### src/rtl/spu_sm_pkg.sv
// -----------------------------------------------------------------------------
// spu_sm_pkg
//   Shared definitions for the softmax unit (SPU) exp-LUT configuration path.
//   - Softmax FSM state encodings, as driven on sm_state by the softmax core.
//   - Encodings for the configuration loader FSM.
//   - Default geometry of the exp-LUT and the output scale shift.
// -----------------------------------------------------------------------------
package spu_sm_pkg;

  // Softmax FSM states seen on sm_state.
  localparam logic [2:0] SM_IDLE       = 3'b000;
  localparam logic [2:0] SM_EU_STAGE_A = 3'b001;
  localparam logic [2:0] SM_RECI       = 3'b011;
  localparam logic [2:0] SM_EU_STAGE_B = 3'b100;
  localparam logic [2:0] SM_MAX        = 3'b101;

  // Default exp-LUT geometry.
  localparam int SM_LUT_ENTRIES = 8;
  localparam int SM_ENTRY_W     = 16;
  localparam int SM_SHIFT_W     = 5;
  // expu datapath is 16 + MAX_SHIFT = 28 bits wide.
  localparam int SM_MAX_SHIFT   = 12;

  // Configuration loader FSM.
  //   S_IDLE : waiting for beat 0
  //   S_LOAD : collecting beats 1..LUT_ENTRIES (the last one is the shift word)
  //   S_PEND : shadow bank complete, waiting for the softmax FSM to go idle
  typedef enum logic [1:0] {
    S_IDLE = 2'b00,
    S_LOAD = 2'b01,
    S_PEND = 2'b10
  } cfg_state_e;

endpackage : spu_sm_pkg

### src/rtl/spu_sm_lut_cfg_loader.sv
// -----------------------------------------------------------------------------
// spu_sm_lut_cfg_loader
//   Writer side of the softmax exp-LUT configuration path. A 9-beat
//   valid/ready stream (LUT_ENTRIES LUT entries followed by one output scale
//   shift word) is staged in a shadow bank. The complete bank is committed in
//   one edge to the active sm_lut_config / output_scale_shift, and only while
//   the softmax FSM is IDLE, so expu never sees a half-written table.
//
// Ports
//   core_clk            clock
//   rst_n               asynchronous active-low reset
//   sm_state            softmax FSM state (commit allowed only in SM_IDLE)
//   cfg_valid/ready     beat handshake; ready drops while a commit is pending
//   cfg_data            beat payload; shift word in [SHIFT_W-1:0] of last beat
//   cfg_last            marks the shift word (final beat)
//   cfg_abort           drop the partially loaded / pending shadow bank
//   sm_lut_config       active LUT, entry k at [k*ENTRY_W +: ENTRY_W]
//   output_scale_shift  active output scale shift
//   lut_valid           at least one commit since reset
//   cfg_done            one-cycle pulse in the cycle after a commit edge
//   cfg_err             one-cycle pulse on a framing error
//   cfg_sat             committed shift was clamped; cleared by the next beat 0
// -----------------------------------------------------------------------------
module spu_sm_lut_cfg_loader
  import spu_sm_pkg::*;
#(
  parameter int LUT_ENTRIES = SM_LUT_ENTRIES,
  parameter int ENTRY_W     = SM_ENTRY_W,
  parameter int SHIFT_W     = SM_SHIFT_W,
  parameter int MAX_SHIFT   = SM_MAX_SHIFT
) (
  input  logic                           core_clk,
  input  logic                           rst_n,
  input  logic [2:0]                     sm_state,
  input  logic                           cfg_valid,
  output logic                           cfg_ready,
  input  logic [ENTRY_W-1:0]             cfg_data,
  input  logic                           cfg_last,
  input  logic                           cfg_abort,
  output logic [LUT_ENTRIES*ENTRY_W-1:0] sm_lut_config,
  output logic [SHIFT_W-1:0]             output_scale_shift,
  output logic                           lut_valid,
  output logic                           cfg_done,
  output logic                           cfg_err,
  output logic                           cfg_sat
);

  localparam int                 IDX_W      = $clog2(LUT_ENTRIES);
  // beat_cnt value at which the shift word is expected.
  localparam logic [3:0]         SHIFT_BEAT = 4'(LUT_ENTRIES);
  localparam logic [SHIFT_W-1:0] SHIFT_LIM  = SHIFT_W'(MAX_SHIFT);

  // Clamp the requested shift to the legal range; MSB of the result flags
  // that clamping happened.
  function automatic logic [SHIFT_W:0] clamp_shift(input logic [SHIFT_W-1:0] raw);
    if (raw > SHIFT_LIM) begin
      return {1'b1, SHIFT_LIM};
    end
    return {1'b0, raw};
  endfunction

  cfg_state_e                      state_q, state_d;
  logic [3:0]                      beat_cnt_q, beat_cnt_d;
  logic [ENTRY_W-1:0]              shadow_q [LUT_ENTRIES];
  logic [ENTRY_W-1:0]              shadow_d [LUT_ENTRIES];
  logic [SHIFT_W-1:0]              shadow_shift_q, shadow_shift_d;
  logic                            shadow_sat_q, shadow_sat_d;
  logic [LUT_ENTRIES*ENTRY_W-1:0]  lut_q, lut_d;
  logic [SHIFT_W-1:0]              shift_q, shift_d;
  logic                            lut_valid_q, lut_valid_d;
  logic                            done_q, done_d;
  logic                            err_q, err_d;
  logic                            sat_q, sat_d;

  logic                            accept;
  logic [SHIFT_W:0]                clamp_res;

  assign cfg_ready = (state_q != S_PEND);
  assign accept    = cfg_valid & cfg_ready;
  assign clamp_res = clamp_shift(cfg_data[SHIFT_W-1:0]);

  always_comb begin
    state_d        = state_q;
    beat_cnt_d     = beat_cnt_q;
    shadow_d       = shadow_q;
    shadow_shift_d = shadow_shift_q;
    shadow_sat_d   = shadow_sat_q;
    lut_d          = lut_q;
    shift_d        = shift_q;
    lut_valid_d    = lut_valid_q;
    sat_d          = sat_q;
    done_d         = 1'b0;
    err_d          = 1'b0;

    case (state_q)
      S_IDLE: begin
        // An abort here has nothing to discard, but it still swallows any
        // beat offered in the same cycle.
        if (accept && !cfg_abort) begin
          sat_d = 1'b0;
          if (cfg_last) begin
            err_d = 1'b1;
          end else begin
            shadow_d[0] = cfg_data;
            beat_cnt_d  = 4'd1;
            state_d     = S_LOAD;
          end
        end
      end

      S_LOAD: begin
        if (cfg_abort) begin
          beat_cnt_d = 4'd0;
          state_d    = S_IDLE;
        end else if (accept) begin
          if (beat_cnt_q == SHIFT_BEAT) begin
            beat_cnt_d = 4'd0;
            if (cfg_last) begin
              shadow_shift_d = clamp_res[SHIFT_W-1:0];
              shadow_sat_d   = clamp_res[SHIFT_W];
              state_d        = S_PEND;
            end else begin
              err_d   = 1'b1;
              state_d = S_IDLE;
            end
          end else if (cfg_last) begin
            // Frame ended early: the partial shadow is simply abandoned and
            // fully overwritten by the next frame.
            err_d      = 1'b1;
            beat_cnt_d = 4'd0;
            state_d    = S_IDLE;
          end else begin
            shadow_d[beat_cnt_q[IDX_W-1:0]] = cfg_data;
            beat_cnt_d                      = beat_cnt_q + 4'd1;
          end
        end
      end

      S_PEND: begin
        if (cfg_abort) begin
          state_d = S_IDLE;
        end else if (sm_state == SM_IDLE) begin
          for (int k = 0; k < LUT_ENTRIES; k++) begin
            lut_d[k*ENTRY_W +: ENTRY_W] = shadow_q[k];
          end
          shift_d     = shadow_shift_q;
          sat_d       = shadow_sat_q;
          lut_valid_d = 1'b1;
          done_d      = 1'b1;
          state_d     = S_IDLE;
        end
      end

      default: begin
        state_d    = S_IDLE;
        beat_cnt_d = 4'd0;
      end
    endcase
  end

  always_ff @(posedge core_clk or negedge rst_n) begin
    if (!rst_n) begin
      state_q        <= S_IDLE;
      beat_cnt_q     <= 4'd0;
      for (int k = 0; k < LUT_ENTRIES; k++) begin
        shadow_q[k] <= '0;
      end
      shadow_shift_q <= '0;
      shadow_sat_q   <= 1'b0;
      lut_q          <= '0;
      shift_q        <= '0;
      lut_valid_q    <= 1'b0;
      done_q         <= 1'b0;
      err_q          <= 1'b0;
      sat_q          <= 1'b0;
    end else begin
      state_q        <= state_d;
      beat_cnt_q     <= beat_cnt_d;
      shadow_q       <= shadow_d;
      shadow_shift_q <= shadow_shift_d;
      shadow_sat_q   <= shadow_sat_d;
      lut_q          <= lut_d;
      shift_q        <= shift_d;
      lut_valid_q    <= lut_valid_d;
      done_q         <= done_d;
      err_q          <= err_d;
      sat_q          <= sat_d;
    end
  end

  assign sm_lut_config      = lut_q;
  assign output_scale_shift = shift_q;
  assign lut_valid          = lut_valid_q;
  assign cfg_done           = done_q;
  assign cfg_err            = err_q;
  assign cfg_sat            = sat_q;

endmodule : spu_sm_lut_cfg_loader

### config.mk
export PLATFORM = sky130hd
export DESIGN_NAME = spu_sm_lut_cfg_loader
export DESIGN_NICKNAME = d
export VERILOG_FILES = /design/src/rtl/spu_sm_pkg.sv /design/src/rtl/spu_sm_lut_cfg_loader.sv
export SDC_FILE = /design/constraint.sdc
export NUM_CORES = 1
export LEC_CHECK = 0
export ABC_AREA = 1
export CORE_MARGIN = 5
export CORE_UTILIZATION = 48
export CTS_CLUSTER_DIAMETER = 100
export DETAILED_ROUTE_END_ITERATION = 8
export PLACE_DENSITY = 0.75
export REMOVE_ABC_BUFFERS = 1
export SYNTH_ARGS = -nofsm -noshare
export SYNTH_HDL_FRONTEND = slang
export SYNTH_SLANG_ARGS = --single-unit
### constraint.sdc
create_clock -name core_clk -period 1.68 [get_ports core_clk]
set_input_delay 0.336 -clock core_clk [delete_from_list [all_inputs] [get_ports core_clk]]
set_output_delay 0.336 -clock core_clk [all_outputs]
set_load 0.01 [all_outputs]
==> flow_summary.ini, run 1 <==
[sta]
maxSlewHeadroom = 0.722
finClkSkew_ns = 0.0134
timing.final.crit_share = 0.956
tightest_slew_ns = 0.417
period_needed_ns = 1.61
slew_viol_final = 0
setup_violations = 0
whs_ns = 0.328
hold_viol = 0
fmax_mhz = 623

[global_routing]
antenna_found_initial = 0
grt_max_degree = 78
grt_pass1_wl_um = 43500
track_usage = 0.216
gr-total-overflow = 0
grt_pass1_vias = 8354

[synthesis]
syn_inst = 1147
synthArstFlopShare = 1.00
ys_seq_area_frac = 0.659
yosys-top-cells-area = dfrtp_1, nand2_1, o21ai_1, buf_2, o21ai_0
netlist_top_cells_count = nand2_1, dfrtp_1, o21ai_1
synth_edf_count = 0
synth-seq-cells = 277
synth_top_area_cell = dfrtp_1
synth_top_area_frac = 0.659
synthFlopType = dfrtp_1
yosys_warnings = 0
syn_area_per_cell_sq_um = 9.17
post_synth_num_cell_types = 25
synth.cell_area_sq_um = 10500
synth.most_common_cell = nand2_1

[die]
die_w_um = 158
core-area_sq_um = 21700
floorplan.initialDensity = 0.485
die_area_sq_um = 25000
num_rows = 54
ios = 162
die_h_um = 158

[power_and_ir_drop]
peakVddDrop_mv = 0.757
p_int_mw = 11.4
clockPowerShare = 0.419
powerDensity_nw_per_um2 = 1070
p_switching_mw = 3.49
swShare = 0.234
pwr-share-comb = 0.086
p_leak_nw = 7.86
p_seq_frac = 0.495

[placed_design]
port_buffers = 161
dp_cells = 1592
gp_congestion = 0.831
place_hpwl_um = 17800

[drt]
routed-via-count = 8297
final_antenna_net_count = 0
wl_um = 26400
vias_per_cell = 5.03
wire_per_inst_um = 16.0
firstDrtPassIters = 5
drcViolationCount = 0
drt_iter0_drc = 660

[clock_tree]
numCtsBuffers = 29
clock_latency_ns = 0.52
h-tree-depth = 1
clk_path_buf_depth = 3
cts_tree = yes
clkSinkCount = 277
clk_pin_slew_worst_paths_ns = 0.06
cts-root-buf = clkbuf_16

[final_layout]
nets = 1375
synthToLayoutAreaGrowth_pct = 31.6
stdcell_count = 1648
drive_above_1_share = 0.0994
diodes = 0

[critical_path]
cp.required_ns = 1.34
cpPeakStageDelay_ns = 0.46
crit_slowest_cell = dfrtp_2
critical_path_arrival_ns = 1.27
worst_setup_path_end_kind = output pin
crit_type = flop to output pin
cp_max_fo = 7
crit_path_cell_trace = inv_2 -> nand2_2 -> buf_2
startpoint_type = flop

[run]
maxCapViolations = 0

[outcome]
status = finished clean

[min_path]
hp-class = input pin to asynchronous set/reset pin
-- state kept, by name, indices dropped and copies added (netlist names) --
name	count
beat_cnt_q	4
cfg_done	1
cfg_err	1
cfg_sat	1
lut_valid	1
output_scale_shift	5
shadow_q	128
shadow_sat_q	1
shadow_shift_q	5
sm_lut_config	128
state_q	2
-- final cells by class --
| class | instances | area [sq um] |
|---|---|---|
| multi-input cells | 783 | 3300 |
| repair buffers | 224 | 2200 |
| inverters | 33 | 126 |
| fillers | 1806 | 7840 |
| clock inverters | 6 | 86.3 |
| well taps | 280 | 350 |
| clock buffers | 45 | 856 |
| flip-flops and latches | 277 | 6930 |
-- power by group through the flow --
stage,Sequential [mW],Clock [mW],Combinational [mW]
floorplan,7.42,0,0.633
global placement,7.46,0,1.16
detailed placement,7.47,0,1.19
CTS,7.36,6.33,1.22
global route,7.42,6.67,1.48
finish,7.37,6.23,1.28
-- per-stage QoR --
stage / util / worst slack, ns / power, mW / TNS [ns] / area (sq um)
after floorplan: - / -1.84 / 8.06 / -272.73 / 10300
after global placement: 0.593 / -0.339 / 8.62 / -35.02 / 12900
after detailed placement: 0.593 / -0.345 / 8.66 / -41.25 / 12900
after CTS: 0.629 / 0.0122 / 14.9 / 0 / 13700
after global routing: 0.638 / -0.0209 / 15.6 / -0.0918 / 13800
final: 0.638 / 0.0737 / 14.9 / 0 / 13800
-- worst paths after layout --
check                      cells after the start     startpoint             to  slack, ns
setup / recovery                               3     state_q[0]      cfg_ready       0.07
hold / removal                                 2          rst_n   shadow_q[15]       0.33
setup reg to reg                              10  beat_cnt_q[0]   shadow_q[40]       0.08
hold reg to reg                                1      lut_valid      lut_valid       0.46
max in group asynchronous                      3          rst_n  shadow_q[102]       0.71
min in group core_clk                          3    cfg_data[6]  shadow_q[118]       0.45
-- critical path, delay by kind of cell (launching register included) --
family / cells / cell delay, ns
DFF: 1 / 0.46
buffers and inverters: 2 / 0.23
and+or+nand+nor: 1 / 0.07
-- metal layers --
layer / routed length, um / global-route usage
met1: 11800 / 0.315
met2: 12800 / 0.354
met3: 1390 / 0.0268
met4: 402 / 0.0426
met5: 0 / 0
-- timing repair --
action	in CTS	in global routing
gates resized for setup	146	44
hold buffers	1	0
hold endpoints to repair	42	0
endpoints found under the setup margin	156	250
pin swaps	1	2
buffers inserted	0	4
-- placed cells by master, fill, tap and decap left out, types with 21 or more instances in the layout --
cell / synthesis / final
buf_4: 2 / 32
clkbuf_16: 0 / 29
clkdlybuf4s50_1: 0 / 22
dfrtp_1: 277 / 276
dlygate4sd2_1: 0 / 137
inv_1: 30 / 29
nand2_1: 593 / 583
nand3_1: 24 / 22
nor2_1: 23 / 21
o21ai_0: 27 / 25
o21ai_1: 97 / 98
-- cell families (layout without fill, tap and decap cells) --
family                   count (synthesis)  count (layout)  share of synthesized area
buffers and inverters                   87             308                     0.0358
adder cells (fa/ha/maj)                  3               3                    0.00357
AND/OR/NAND/NOR                        651             651                      0.240
XOR/XNOR                                 1               1                   0.000832
flip-flops                             277             277                      0.659
AO/OA/AOI/OAI                          128             128                     0.0614
No activity file was read; power rests on OpenSTA's default activity.
==> run 2: changes to the inputs <==
PLACE_DENSITY = 0.85   (was 0.75)
==> run 2 against run 1 <==
Compared with the run above: the flow now finishes with violations (setup timing); via count is 4.5% higher; cell count is 0.36% higher; combinational power is 7% higher; non-clock buffer count is 8 higher; die area stayed put; count of clock-buffer cells in the layout is 8 lower; clock skew is 0.0021 ns higher; critical path type is now flop to flop; critical endpoint is now shadow_q[58]; highest routed layer unchanged.
==> flow_summary.ini, run 2 (synthesis gave the netlist of run 1 again) <==
[clock_tree]
clk_path_buf_depth = 3
clk_pin_slew_worst_paths_ns = 0.07
numCtsBuffers = 27
cts-root-buf = clkbuf_16
clock_latency_ns = 0.52
h-tree-depth = 1
cts_tree = yes
clkSinkCount = 277

[die]
floorplan.initialDensity = 0.485
core-area_sq_um = 21700
die_w_um = 158
die_h_um = 158
die_area_sq_um = 25000
ios = 162
num_rows = 54

[global_routing]
track_usage = 0.223
gr-total-overflow = 0
grt_pass1_wl_um = 44800
globalRouteMet2Util = 0.372
grt.met3_usage = 0.0383
top_usage_layer = met2
grt_max_degree = 100
grt_pass1_vias = 8699
grt_util_met1 = 0.306
antenna_found_initial = 0

[critical_path]
cpPeakStageDelay_ns = 0.38
worstPathBufferInverterCount = 3
crit_slowest_cell = dfrtp_1
reg2reg_from = beat_cnt_q[0]
ff2ff_setup_slack_ns = -0.04
reg2reg_depth = 10
cp.required_ns = 2.07
worst_setup_path_end_kind = flop
crit_path_cell_trace = inv_2 -> ha_4 -> nand3_4 -> nand2_4 -> nor2_4 -> buf_12 -> nand2_2 -> buf_6 -> nand2_1 -> o21ai_1
critPathTopFamily = simple AND/OR/NAND/NOR gates
critical_path_arrival_ns = 2.11
r2r-end = shadow_q[58]
crit_type = flop to flop
cp_max_fo = 12
startpoint_type = flop

[sta]
setup_violations = 24
whs_ns = 0.291
rsz0062_at_grt = yes
period_needed_ns = 1.72
hold_viol = 0
finClkSkew_ns = 0.0155
tightest_slew_ns = 0.464
setup_ws_ns = -0.0368
slew_viol_final = 0
timing.final.crit_share = 1.02
maxSlewHeadroom = 0.691
fmax_mhz = 582

[power_and_ir_drop]
powerDensity_nw_per_um2 = 1050
p_total_mw = 14.6
p_leak_nw = 7.92
peakVddDrop_mv = 0.709

[drt]
vias_per_cell = 5.24
drcViolationCount = 0
final_antenna_net_count = 0
firstDrtPassIters = 5
routed-via-count = 8669
wl_um = 28700
wire_per_inst_um = 17.3
drt_iter0_drc = 757

[final_layout]
nets = 1381
layout_common_cells = nand2_1, dfrtp_1, dlygate4sd2_1, o21ai_1, buf_4
diodes = 0
synthToLayoutAreaGrowth_pct = 32.4
drive_above_1_share = 0.111
layout_commonest_cell = nand2_1

[placed_design]
port_buffers = 161
place_hpwl_um = 18300
gp_congestion = 0.857

[outcome]
violations = setup timing
status = complete, but fails checks

[run]
maxCapViolations = 0

[min_path]
hp-class = input pin to asynchronous set/reset pin
run 2: layout make-up:
type / count / area [sq um]
clock buffers: 37 / 753
clock inverters: 12 / 103
fillers: 1756 / 7760
inverters: 33 / 126
multi-input cells: 783 / 3340
flip-flops and latches: 277 / 6930
well taps: 280 / 350
repair buffers: 232 / 2320
run 2: metrics by stage:
step	cell area, sq um	util	TNS, ns	instances	setup slack, ns
6_report	13900	0.642	-0.292	1654	-0.0368
5_1_grt	13900	0.642	-2.87	1654	-0.0683
4_1_cts	13500	0.624	0	1643	0.00591
3_5_place_dp	12800	0.591	-37.36	1593	-0.256
3_3_place_gp	12800	0.591	-33.90	1593	-0.189
2_1_floorplan	10300	-	-272.73	1093	-1.84
run 2: worst max path at each step:
stage | start | to | slack [ns] | depth (start not counted)
after floorplan | state_q[0] | lut_valid | -1.84 | 6
after global placement | cfg_abort | shadow_q[99] | -0.19 | 8
after detailed placement | cfg_abort | shadow_q[103] | -0.26 | 8
after CTS | beat_cnt_q[0] | shadow_q[116] | 0.006 | 9
after global routing | beat_cnt_q[0] | shadow_q[51] | -0.07 | 10
final | beat_cnt_q[0] | shadow_q[58] | -0.04 | 10
run 2: power breakdown:
group,switching [mW],internal [mW],leakage [nW]
logic,0.833,0.542,3.68
clock network,2.51,3.30,0.411
registers,0.278,7.11,3.82
run 2: repair_timing:
item / 4_1_cts / 5_1_grt
pin swaps: 1 / 2
endpoints found under the hold margin: 32 / 0
hold buffers: 1 / 0
setup buffers: 0 / 5
cloned: 0 / 6
setup endpoints to repair: 149 / 149
resized for setup: 146 / 56
run 2: per-layer routing:
layer,wire (um),vias up
li1,-,4002
met1,11700,4279
met2,14100,329
met3,2070,59
met4,744,0
met5,0,-
run 2: worst register-to-register path: cells and delay by family (launching register included):
kind	cells	cell delay, ns
and+or+nand+nor	5	0.55
DFF	1	0.38
AOI/OAI and AO/OA	1	0.07
buffers and inverters	3	0.41
adders and majority gates	1	0.17
